## src/rtl/quidditch_pkg.sv

```systemverilog
// Shared constants and encodings for the quidditch game sequencer:
// field geometry, fixed player columns, hoop centres and state encodings.
package quidditch_pkg;

    typedef logic [9:0] coord_t;

    localparam int SCORE_W = 4;

    localparam coord_t FIELD_Y_MIN = 10'd35;
    localparam coord_t FIELD_Y_MAX = 10'd514;
    localparam coord_t FIELD_X_MIN = 10'd144;
    localparam coord_t FIELD_X_MAX = 10'd783;

    localparam coord_t TEAM1_X  = 10'd300;
    localparam coord_t TEAM2_X  = 10'd600;
    localparam coord_t CENTRE_X = 10'd463;
    localparam coord_t CENTRE_Y = 10'd275;

    // Hoops 0..2 sit on team2's side (team1 scores), hoops 3..5 on team1's side.
    localparam int NUM_HOOPS      = 6;
    localparam int HOOPS_PER_TEAM = 3;
    localparam coord_t HOOP_X [NUM_HOOPS] = '{10'd700, 10'd700, 10'd700, 10'd200, 10'd200, 10'd200};
    localparam coord_t HOOP_Y [NUM_HOOPS] = '{10'd100, 10'd220, 10'd330, 10'd210, 10'd330, 10'd450};

    typedef enum logic [1:0] {
        GS_SERVE = 2'd0,
        GS_PLAY  = 2'd1,
        GS_OVER  = 2'd2
    } game_state_t;

    typedef enum logic [1:0] {
        SEQ_WAIT    = 2'd0,
        SEQ_PLAYERS = 2'd1,
        SEQ_BALL    = 2'd2,
        SEQ_CHECK   = 2'd3
    } seq_state_t;

endpackage

```

## src/rtl/circle_hit.sv

```systemverilog
// Combinational point-in-circle test: hit when the squared distance from
// (px,py) to the centre (cx,cy) is strictly below r2.
module circle_hit (
    input  logic [9:0]  cx,
    input  logic [9:0]  cy,
    input  logic [9:0]  px,
    input  logic [9:0]  py,
    input  logic [21:0] r2,
    output logic        hit
);

    logic signed [10:0] dx;
    logic signed [10:0] dy;
    logic signed [21:0] dx_ext;
    logic signed [21:0] dy_ext;
    logic signed [21:0] dx_sq;
    logic signed [21:0] dy_sq;
    logic        [21:0] dist_sq;

    assign dx     = $signed({1'b0, px}) - $signed({1'b0, cx});
    assign dy     = $signed({1'b0, py}) - $signed({1'b0, cy});
    assign dx_ext = {{11{dx[10]}}, dx};
    assign dy_ext = {{11{dy[10]}}, dy};
    // Squares of 11-bit differences stay below 2^21, so the sum never overflows.
    assign dx_sq   = dx_ext * dx_ext;
    assign dy_sq   = dy_ext * dy_ext;
    assign dist_sq = $unsigned(dx_sq) + $unsigned(dy_sq);
    assign hit     = (dist_sq < r2);

endmodule

```

## src/rtl/quidditch_game_ctrl.sv

```systemverilog
// Per-frame game sequencer: moves players and ball, bounces, scores goals,
// and only touches its outputs in the three cycles after a ver_sync fall.
module quidditch_game_ctrl
    import quidditch_pkg::*;
#(
    parameter int PLAYER_SPEED  = 4,
    parameter int BALL_SPEED    = 3,
    parameter int SERVE_FRAMES  = 60,
    parameter int WIN_SCORE     = 9,
    parameter int PLAYER_RADIUS = 25,
    parameter int BALL_RADIUS   = 5,
    parameter int GOAL_RADIUS   = 40
) (
    input  logic               clk,
    input  logic               rst_n,
    input  logic               ver_sync,
    input  logic               t1_up,
    input  logic               t1_dn,
    input  logic               t2_up,
    input  logic               t2_dn,
    input  logic               start,
    output logic [9:0]         team1_ver_pos,
    output logic [9:0]         team2_ver_pos,
    output logic [9:0]         ball_x,
    output logic [9:0]         ball_y,
    output logic [SCORE_W-1:0] score1,
    output logic [SCORE_W-1:0] score2,
    output logic [1:0]         game_state
);

    localparam int SERVE_W = $clog2(SERVE_FRAMES + 1);
    localparam logic [SERVE_W-1:0] SERVE_LAST = SERVE_W'(SERVE_FRAMES - 1);
    localparam logic [SCORE_W-1:0] WIN_VAL    = SCORE_W'(WIN_SCORE);

    localparam coord_t PLAYER_Y_LO = 10'(FIELD_Y_MIN + PLAYER_RADIUS);
    localparam coord_t PLAYER_Y_HI = 10'(FIELD_Y_MAX - PLAYER_RADIUS);
    localparam coord_t BALL_X_LO   = 10'(FIELD_X_MIN + BALL_RADIUS);
    localparam coord_t BALL_X_HI   = 10'(FIELD_X_MAX - BALL_RADIUS);
    localparam coord_t BALL_Y_LO   = 10'(FIELD_Y_MIN + BALL_RADIUS);
    localparam coord_t BALL_Y_HI   = 10'(FIELD_Y_MAX - BALL_RADIUS);

    localparam logic signed [10:0] P_STEP  = 11'(PLAYER_SPEED);
    localparam logic signed [10:0] B_STEP  = 11'(BALL_SPEED);
    localparam logic signed [10:0] HIT_BOX = 11'(PLAYER_RADIUS + BALL_RADIUS);
    localparam logic [21:0]        GOAL_R2 = 22'((GOAL_RADIUS - 2) * (GOAL_RADIUS - 2));

    // Signed 11-bit add keeps a step past zero from wrapping before the clamp.
    function automatic coord_t add_clamp(input coord_t v, input logic signed [10:0] delta,
                                         input coord_t lo, input coord_t hi);
        logic signed [10:0] s;
        s = $signed({1'b0, v}) + delta;
        if (s < $signed({1'b0, lo})) begin
            s = $signed({1'b0, lo});
        end else if (s > $signed({1'b0, hi})) begin
            s = $signed({1'b0, hi});
        end
        return s[9:0];
    endfunction

    function automatic logic signed [10:0] btn_delta(input logic up, input logic dn);
        if (up && !dn) begin
            return -P_STEP;
        end
        if (dn && !up) begin
            return P_STEP;
        end
        return '0;
    endfunction

    function automatic logic within_box(input coord_t a, input coord_t b);
        logic signed [10:0] d;
        d = $signed({1'b0, a}) - $signed({1'b0, b});
        if (d[10]) begin
            d = -d;
        end
        return (d <= HIT_BOX);
    endfunction

    logic [4:0]         in_meta_reg;
    logic [4:0]         in_sync_reg;
    logic               start_prev_reg;
    logic               ver_sync_reg;
    seq_state_t         seq_state_reg,  seq_state_next;
    game_state_t        game_state_reg, game_state_next;
    coord_t             team1_pos_reg,  team1_pos_next;
    coord_t             team2_pos_reg,  team2_pos_next;
    coord_t             ball_x_reg,     ball_x_next;
    coord_t             ball_y_reg,     ball_y_next;
    logic               dir_x_reg,      dir_x_next;
    logic               dir_y_reg,      dir_y_next;
    logic [SCORE_W-1:0] score1_reg,     score1_next;
    logic [SCORE_W-1:0] score2_reg,     score2_next;
    logic [SERVE_W-1:0] serve_cnt_reg,  serve_cnt_next;
    logic               start_req_reg,  start_req_next;

    logic t1_up_s, t1_dn_s, t2_up_s, t2_dn_s, start_s;
    logic tick, start_edge;
    logic goal1, goal2, hit1, hit2;
    logic [SCORE_W-1:0] score1_inc, score2_inc;
    logic [NUM_HOOPS-1:0] hoop_hit;

    assign t1_up_s    = in_sync_reg[0];
    assign t1_dn_s    = in_sync_reg[1];
    assign t2_up_s    = in_sync_reg[2];
    assign t2_dn_s    = in_sync_reg[3];
    assign start_s    = in_sync_reg[4];
    assign tick       = ver_sync_reg & ~ver_sync;
    assign start_edge = start_s & ~start_prev_reg;

    genvar gi;
    generate
        for (gi = 0; gi < NUM_HOOPS; gi++) begin : g_hoop
            circle_hit u_hoop (
                .cx  (HOOP_X[gi]),
                .cy  (HOOP_Y[gi]),
                .px  (ball_x_reg),
                .py  (ball_y_reg),
                .r2  (GOAL_R2),
                .hit (hoop_hit[gi])
            );
        end
    endgenerate

    assign goal1      = |hoop_hit[HOOPS_PER_TEAM-1:0];
    assign goal2      = |hoop_hit[NUM_HOOPS-1:HOOPS_PER_TEAM];
    assign hit1       = within_box(ball_x_reg, TEAM1_X) && within_box(ball_y_reg, team1_pos_reg);
    assign hit2       = within_box(ball_x_reg, TEAM2_X) && within_box(ball_y_reg, team2_pos_reg);
    assign score1_inc = score1_reg + SCORE_W'(1);
    assign score2_inc = score2_reg + SCORE_W'(1);

    always_ff @(posedge clk or negedge rst_n) begin
        if (!rst_n) begin
            in_meta_reg    <= '0;
            in_sync_reg    <= '0;
            start_prev_reg <= 1'b0;
            ver_sync_reg   <= 1'b0;
            seq_state_reg  <= SEQ_WAIT;
            game_state_reg <= GS_SERVE;
            team1_pos_reg  <= CENTRE_Y;
            team2_pos_reg  <= CENTRE_Y;
            ball_x_reg     <= CENTRE_X;
            ball_y_reg     <= CENTRE_Y;
            dir_x_reg      <= 1'b1;
            dir_y_reg      <= 1'b1;
            score1_reg     <= '0;
            score2_reg     <= '0;
            serve_cnt_reg  <= '0;
            start_req_reg  <= 1'b0;
        end else begin
            in_meta_reg    <= {start, t2_dn, t2_up, t1_dn, t1_up};
            in_sync_reg    <= in_meta_reg;
            start_prev_reg <= start_s;
            ver_sync_reg   <= ver_sync;
            seq_state_reg  <= seq_state_next;
            game_state_reg <= game_state_next;
            team1_pos_reg  <= team1_pos_next;
            team2_pos_reg  <= team2_pos_next;
            ball_x_reg     <= ball_x_next;
            ball_y_reg     <= ball_y_next;
            dir_x_reg      <= dir_x_next;
            dir_y_reg      <= dir_y_next;
            score1_reg     <= score1_next;
            score2_reg     <= score2_next;
            serve_cnt_reg  <= serve_cnt_next;
            start_req_reg  <= start_req_next;
        end
    end

    always_comb begin
        seq_state_next  = seq_state_reg;
        game_state_next = game_state_reg;
        team1_pos_next  = team1_pos_reg;
        team2_pos_next  = team2_pos_reg;
        ball_x_next     = ball_x_reg;
        ball_y_next     = ball_y_reg;
        dir_x_next      = dir_x_reg;
        dir_y_next      = dir_y_reg;
        score1_next     = score1_reg;
        score2_next     = score2_reg;
        serve_cnt_next  = serve_cnt_reg;
        start_req_next  = start_req_reg;

        // A restart request is latched and applied in CHECK so outputs stay frame-aligned.
        if (start_edge && (game_state_reg == GS_OVER)) begin
            start_req_next = 1'b1;
        end

        case (seq_state_reg)
            SEQ_WAIT: begin
                if (tick) begin
                    seq_state_next = SEQ_PLAYERS;
                end
            end
            SEQ_PLAYERS: begin
                seq_state_next = SEQ_BALL;
                if (game_state_reg != GS_OVER) begin
                    team1_pos_next = add_clamp(team1_pos_reg, btn_delta(t1_up_s, t1_dn_s),
                                               PLAYER_Y_LO, PLAYER_Y_HI);
                    team2_pos_next = add_clamp(team2_pos_reg, btn_delta(t2_up_s, t2_dn_s),
                                               PLAYER_Y_LO, PLAYER_Y_HI);
                end
            end
            SEQ_BALL: begin
                seq_state_next = SEQ_CHECK;
                if (game_state_reg == GS_PLAY) begin
                    ball_x_next = add_clamp(ball_x_reg, dir_x_reg ? B_STEP : -B_STEP,
                                            BALL_X_LO, BALL_X_HI);
                    ball_y_next = add_clamp(ball_y_reg, dir_y_reg ? B_STEP : -B_STEP,
                                            BALL_Y_LO, BALL_Y_HI);
                end
            end
            SEQ_CHECK: begin
                seq_state_next = SEQ_WAIT;
                case (game_state_reg)
                    GS_SERVE: begin
                        if (serve_cnt_reg == SERVE_LAST) begin
                            game_state_next = GS_PLAY;
                            serve_cnt_next  = '0;
                        end else begin
                            serve_cnt_next = serve_cnt_reg + SERVE_W'(1);
                        end
                    end
                    GS_PLAY: begin
                        if (goal1 || goal2) begin
                            ball_x_next     = CENTRE_X;
                            ball_y_next     = CENTRE_Y;
                            serve_cnt_next  = '0;
                            dir_x_next      = goal1;
                            dir_y_next      = 1'b1;
                            game_state_next = GS_SERVE;
                            if (goal1) begin
                                score1_next = score1_inc;
                                if (score1_inc == WIN_VAL) begin
                                    game_state_next = GS_OVER;
                                end
                            end else begin
                                score2_next = score2_inc;
                                if (score2_inc == WIN_VAL) begin
                                    game_state_next = GS_OVER;
                                end
                            end
                        end else begin
                            // Forced rather than toggled so a ball inside a player cannot oscillate.
                            if (hit1) begin
                                dir_x_next = 1'b1;
                            end else if (hit2) begin
                                dir_x_next = 1'b0;
                            end
                            if (ball_y_reg <= BALL_Y_LO) begin
                                dir_y_next = 1'b1;
                            end else if (ball_y_reg >= BALL_Y_HI) begin
                                dir_y_next = 1'b0;
                            end
                            if (ball_x_reg <= BALL_X_LO) begin
                                dir_x_next = 1'b1;
                            end else if (ball_x_reg >= BALL_X_HI) begin
                                dir_x_next = 1'b0;
                            end
                        end
                    end
                    GS_OVER: begin
                        if (start_req_reg) begin
                            start_req_next  = 1'b0;
                            score1_next     = '0;
                            score2_next     = '0;
                            ball_x_next     = CENTRE_X;
                            ball_y_next     = CENTRE_Y;
                            team1_pos_next  = CENTRE_Y;
                            team2_pos_next  = CENTRE_Y;
                            dir_x_next      = 1'b1;
                            dir_y_next      = 1'b1;
                            serve_cnt_next  = '0;
                            game_state_next = GS_SERVE;
                        end
                    end
                    default: begin
                        game_state_next = GS_SERVE;
                    end
                endcase
            end
            default: begin
                seq_state_next = SEQ_WAIT;
            end
        endcase
    end

    assign team1_ver_pos = team1_pos_reg;
    assign team2_ver_pos = team2_pos_reg;
    assign ball_x        = ball_x_reg;
    assign ball_y        = ball_y_reg;
    assign score1        = score1_reg;
    assign score2        = score2_reg;
    assign game_state    = game_state_reg;

endmodule

```

## config.mk

```make
export PLATFORM = sky130hd
export DESIGN_NAME = quidditch_game_ctrl
export DESIGN_NICKNAME = d
export VERILOG_FILES = /design/src/rtl/quidditch_pkg.sv /design/src/rtl/circle_hit.sv /design/src/rtl/quidditch_game_ctrl.sv
export SDC_FILE = /design/constraint.sdc
export NUM_CORES = 2
export LEC_CHECK = 0
export CORE_ASPECT_RATIO = 1.2
export CORE_MARGIN = 2
export CORE_UTILIZATION = 71
export DETAILED_ROUTE_END_ITERATION = 6
export PLACE_DENSITY = 0.95
export SETUP_SLACK_MARGIN = 0.4
export SYNTH_ARGS = -nofsm -noshare
export SYNTH_HDL_FRONTEND = slang
export SYNTH_HIERARCHICAL = 1
export SYNTH_SLANG_ARGS = --single-unit
```

## constraint.sdc

```tcl
create_clock -name clk -period 26.5 [get_ports clk]
set_clock_uncertainty 0.1 [all_clocks]
set_input_delay 5.3 -clock clk [delete_from_list [all_inputs] [get_ports clk]]
set_output_delay 5.3 -clock clk [all_outputs]
set_load 0.01 [all_outputs]
```

Word level (Yosys, flattened, before mapping)
Index checks and enable logic that the tools add are counted.

Output and inout bits: 50. Logic and storage cells: 219. Latch bits: 0. Memories kept: 0. Bits in writable memories: 0. Bits in read-only memories: 0. Bits in registers: 73.

Bitwise operators: 4. Div/mod/pow operators: 0. Shift operators: 0. Order comparisons: 22. $mul: 7. Reduce and logical (&&, ||, !) cells: 28. Eq/ne operators: 24. $add $sub $neg: 28. Multiplexer cells: 90.

Operators by type and width (number): $mux 11 (18); $mux 10 (17); $mul 11x11->22 (7); $add 22x22->22 (6); $lt 22x11->1 const B (6); $pmux 10 s2 (6); $add 11x11->11 (4); $le 11x6->1 const B (4); $neg 11->11 (4); $gt 11x10->1 const B (3); $lt 11x7->1 const B (3); $sub 10x8->11 const B (3); $sub 10x9->11 const B (3); $mux 1 (27); $sub 10x10->11 (2); $sub 10x10->11 const B (2); $mux 4 (5); $ne 2x2->1 const B (10); $reduce_and 4->1 (5); $mux 6 (3); $pmux 6 s3 (1); $pmux 4 s2 (2); $reduce_and 5->1 (3); $mux 2 (7); other kinds (29) (52).

Longest topological paths before layout
Word-level depth: 18. Mapped depth: 48. Depth with buffers taken out: 47.

Modules after synthesis
The synthesis kept the hierarchy.

By module, submodules not included: circle_hit at g_hoop[4].u_hoop (times used 1, area each 9888.2 µm², seq. area each 0.0 µm², cells an instance 1076); circle_hit at g_hoop[5].u_hoop (times used 1, area each 9758.1 µm², seq. area each 0.0 µm², cells an instance 1074); circle_hit at g_hoop[2].u_hoop (times used 1, area each 9703.1 µm², seq. area each 0.0 µm², cells an instance 1067); circle_hit at g_hoop[3].u_hoop (times used 1, area each 9703.1 µm², seq. area each 0.0 µm², cells an instance 1071); circle_hit at g_hoop[1].u_hoop (times used 1, area each 9628.0 µm², seq. area each 0.0 µm², cells an instance 1057); circle_hit at g_hoop[0].u_hoop (times used 1, area each 9608.0 µm², seq. area each 0.0 µm², cells an instance 1051); quidditch_game_ctrl (times used 1, area each 7190.6 µm², seq. area each 1853.0 µm², cells an instance 875).

Worst setup path before layout
OpenSTA, ideal clock, no wires.

Path kind: reg-to-reg. From: reg ball_y_reg[1], in the netlist ball_y[1]. To: reg serve_cnt_reg[4]. Path slack: 16.317 ns. Clock period less this slack: 10.183 ns. Data arrival time: 9.956 ns. Stages on the path, launching flop included: 37. Path buffers: 1. Path through: dfstp_2 fa_1 a21o_1 a21oi_1 o21ai_1 a21oi_1 o21ai_1 nor2_1 fa_1 fa_1 fa_1 fa_1 fa_1 fa_1 inv_1 fa_1 inv_1 ha_1 a21oi_1 nand2_1 a221oi_2 o21ai_2 nor4b_4 or3_1 ha_1 nand4_1 a2111oi_0 o21ai_0 nor3b_1 nor3_1 nand3_1 nand2_1 or2_2 clkbuf_1 nor3_1 a21oi_1 o21ai_0.

Word-level cells in the longest chain between the ends: 8.

Ends and longest elaborated chain: start, declared (RTL line quidditch_game_ctrl.sv:88) `coord_t ball_y_reg, ball_y_next;`; start signal, assigned (RTL line quidditch_game_ctrl.sv:159) `ball_y_reg <= ball_y_next;`; $sub 10x9->11 (RTL line circle_hit.sv:21) `assign dy = $signed({1'b0, py}) - $signed({1'b0, cy});`; $mul 11x11->22 (RTL line circle_hit.sv:26) `assign dy_sq = dy_ext * dy_ext;`; $add 22x22->22 (RTL line circle_hit.sv:27) `assign dist_sq = $unsigned(dx_sq) + $unsigned(dy_sq);`; $lt 22x11->1 (RTL line circle_hit.sv:28) `assign hit = (dist_sq < r2);`; via hoop_hit[2] (RTL line quidditch_game_ctrl.sv:100) `logic [NUM_HOOPS-1:0] hoop_hit;`; $reduce_or 3->1 (RTL line quidditch_game_ctrl.sv:124) `assign goal1 = |hoop_hit[HOOPS_PER_TEAM-1:0];`; $logic_or 1x1->1 (RTL line quidditch_game_ctrl.sv:224) `if (goal1 || goal2) begin`; $ne 2x1->1 (no line); $reduce_and 4->1 (no line); end signal, assigned (RTL line quidditch_game_ctrl.sv:164) `serve_cnt_reg <= serve_cnt_next;`; end, declared (RTL line quidditch_game_ctrl.sv:93) `logic [SERVE_W-1:0] serve_cnt_reg, serve_cnt_next;`.

The timed path passes the listed nets, and every way through them passes these cells. A chain may end at the register's enable or synchronous reset.

Worst setup path in the final report
From: reg ball_y_reg[1], in the netlist ball_y[1]. To: reg ball_y_reg[0], in the netlist ball_y[0].

Word-level cells in the longest chain between the ends: 8.

Ends and longest elaborated chain (RTL line): $sub 10x9->11 (circle_hit.sv:21); $mul 11x11->22 (circle_hit.sv:26); $add 22x22->22 (circle_hit.sv:27); $lt 22x11->1 (circle_hit.sv:28); via hoop_hit[2] (quidditch_game_ctrl.sv:100); $reduce_or 3->1 (quidditch_game_ctrl.sv:124); $logic_or 1x1->1 (quidditch_game_ctrl.sv:224); $ne 3x3->1 (no line); $reduce_and 5->1 (no line).

The timed path passes the listed nets, and every way through them passes these cells. The select of a mux whose other input is x is not followed.

==> flow_summary.yaml <==
worst_setup_path:
  path_max_fanout: 20
  critPathMaxStageDelay_ns: 1.01
  start_kind: "flip-flop"
  endpoint: "ball_y[0]"
  cp.arrival_ns: 12.58
  ff2ff_setup_slack_ns: 14.08
  slowest_stage: "dfstp_2"
  cp_data_required_time_ns: 26.66
  r2r_cells: 40
  startpoint: "ball_y[1]"
  cp-end-kind: "flip-flop"
  critPathKind: "flip-flop to flip-flop"
  timing.rr.end: "ball_y[0]"
  reg2reg_from: "ball_y[1]"
  cpMostUsedCell: "fa_1"
die:
  core_area_sq_um: 91900
  io_pins: 58
  die_x_um: 281
  initial_core_util_pct: 71.3
  dieArea_sq_um: 94700
  rows: 122
  die_h_um: 337
cells_and_area:
  syn_to_final_growth_pct: 5.11
  final_cell_mix: "2,005 x inv_1, 1,422 x fa_1, 825 x ha_1"
  n_antenna_cell: 0
  final_common_cell: "inv_1"
  final_nets: 9812
  fill_cells: 5743
  stdcell_area_sq_um: 68800
  final_cells: 8802
  drive_above_1_share_pct: 3.65
global_route:
  grt_max_degree: 74
  grt_pass1_vias: 59300
  antenna_found_initial: 1
  grt_pass1_wl_um: 282000
  grt_overflow: 0
  grt_use_total_pct: 37.9
logic_synthesis:
  synth_edf_count: 0
  synthCells: 7271
  syn_area_per_cell_sq_um: 9.01
  synth_area_sq_um: 65500
  ys_types: 135
  ys_warn_count: 6
  synth_flop_cell: "dfrtp_1"
  seq_area_frac_synth_pct: 2.83
  async_flop_share_pct: 100
  synth-seq-cells: 73
timing:
  finalCritPeriodShare_pct: 46.9
  slew_headroom_pct: 13.3
  fin_ws_ns: 14.08
  min_period_ns: 12.42
  rsz0062_at_grt: "no"
  final_max_slew_viol_count: 0
  worst_pin_slew_ns: 1.29
  fin_setup_tns_ns: 0
  hold_viol: 0
  setup_viol: 0
  max_freq_mhz: 80.5
placement:
  dp_slack_ns: 14.55
  placed_area_sq_um: 68500
  gp_congestion: 0.959
  dp_hpwl_um: 147000
  numPortBuffers: 57
  numPlacedInstances: 8786
routing:
  wl_met2_um: 86800
  post_drt_via_cell_ratio: 5.94
  wl_met1_um: 55100
  route.detailed.drc: 0
  wl_um: 171000
  wire_per_inst_um: 19.5
  first_pass_iters: 6
  top_layer: "met5"
  met3_length_um: 14200
  ant_nets: 0
  via_count: 52300
  drt-initial-drc-count: 4294
status:
  status: "completed"
clock_tree:
  clockBufferDepth: 2
  cts.sinks: 73
  cts_buffers: 9
  cts.htree.levels: 3
  clkTransAtPathRegs_ns: 0.07
  cts-root-buf: "clkbuf_16"
  post_cts_buffers: 0
  cts_tree: "yes"
  cts.repair.resized: 0
  cts_hold_buf: 0
  clkLatencyLatePin_ns: 0.38
worst_hold_path:
  min_path_type: "flip-flop to flip-flop"
run:
  drv_cap: 0
synthesized netlist by cell type (34+ instances only):
library cell  instances  area, sq um
inv_1              2005         7530
fa_1               1422        28500
ha_1                825        10300
nand2_1             544         2040
nor2_1              536         2010
xnor2_1             260         2280
a21oi_1             224         1120
o21ai_0             152          761
a21o_1              113          848
and2_1               92          576
xor2_1               84          736
o21a_1               58          435
nand3_1              57          285
clkbuf_1             54          203
dfrtp_1              52         1300
nor2b_1              49          307
nor3_1               48          240
nand2b_1             45          282
inv_2                39          146
nand4_1              38          238
o21ai_1              35          175
a31oi_1              34          213
kinds of logic (layout without fill, tap and decap cells):
family	after synthesis	after routing	share of synthesized area (%)
and+or+nand+nor	1569	1569	11.0
xor gates and xnor gates	370	370	5.37
adders and majority gates	2248	2248	59.3
other	2	252	0.0115
muxes	16	16	0.271
buffers and inverters	2123	2164	12.3
AOI/OAI and AO/OA	870	870	8.98
DFF	73	73	2.83
final cells by class:
cell class	count	area [sq um]	share of cell area [%]
inverter	2049	7700	11.2
multi-input combinational	5325	56500	82.1
clock inverter	6	67.6	0.0982
sequential	73	1850	2.69
clock buffer	10	229	0.333
timing repair buffer	99	883	1.28
tap	1240	1550	2.25
worst min path at each step:
stage,from,endpoint,cells past startpoint
finish,in_meta_reg[4],in_sync_reg[4],0
global route,in_meta_reg[1],in_sync_reg[1],0
CTS,in_meta_reg[4],in_sync_reg[4],0
detailed placement,in_meta_reg[4],in_sync_reg[4],0
global placement,in_meta_reg[3],in_sync_reg[3],0
floorplan,in_meta_reg[0],in_sync_reg[0],0
per-layer routing:
layer,vias to the layer above,GRT usage (%)
li1,22400,-
met1,25700,40.5
met2,2959,66.2
met3,1195,7.64
met4,2,28.8
met5,-,0
worst max-delay path: cells and delay by family, from the launching register on:
kind | cells | cell delay (ns)
adders and majority gates | 10 | 4.52
AOI/OAI and AO/OA | 9 | 2.75
and+or+nand+nor | 14 | 2.45
xor gates and xnor gates | 2 | 1.17
DFF | 1 | 1.01
buffers and inverters | 5 | 0.30
per-stage QoR:
step / hold slack (ns) / util (%)
2_1_floorplan: 0.231 / -
3_3_place_gp: 0.232 / 74.6
3_5_place_dp: 0.235 / 74.6
4_1_cts: 0.243 / 74.9
5_1_grt: 0.256 / 74.9
6_report: 0.238 / 74.9
Power is left out: the tool's default activity adds up to more than one toggle a clock period on the data nets, which glitch-free logic cannot reach.
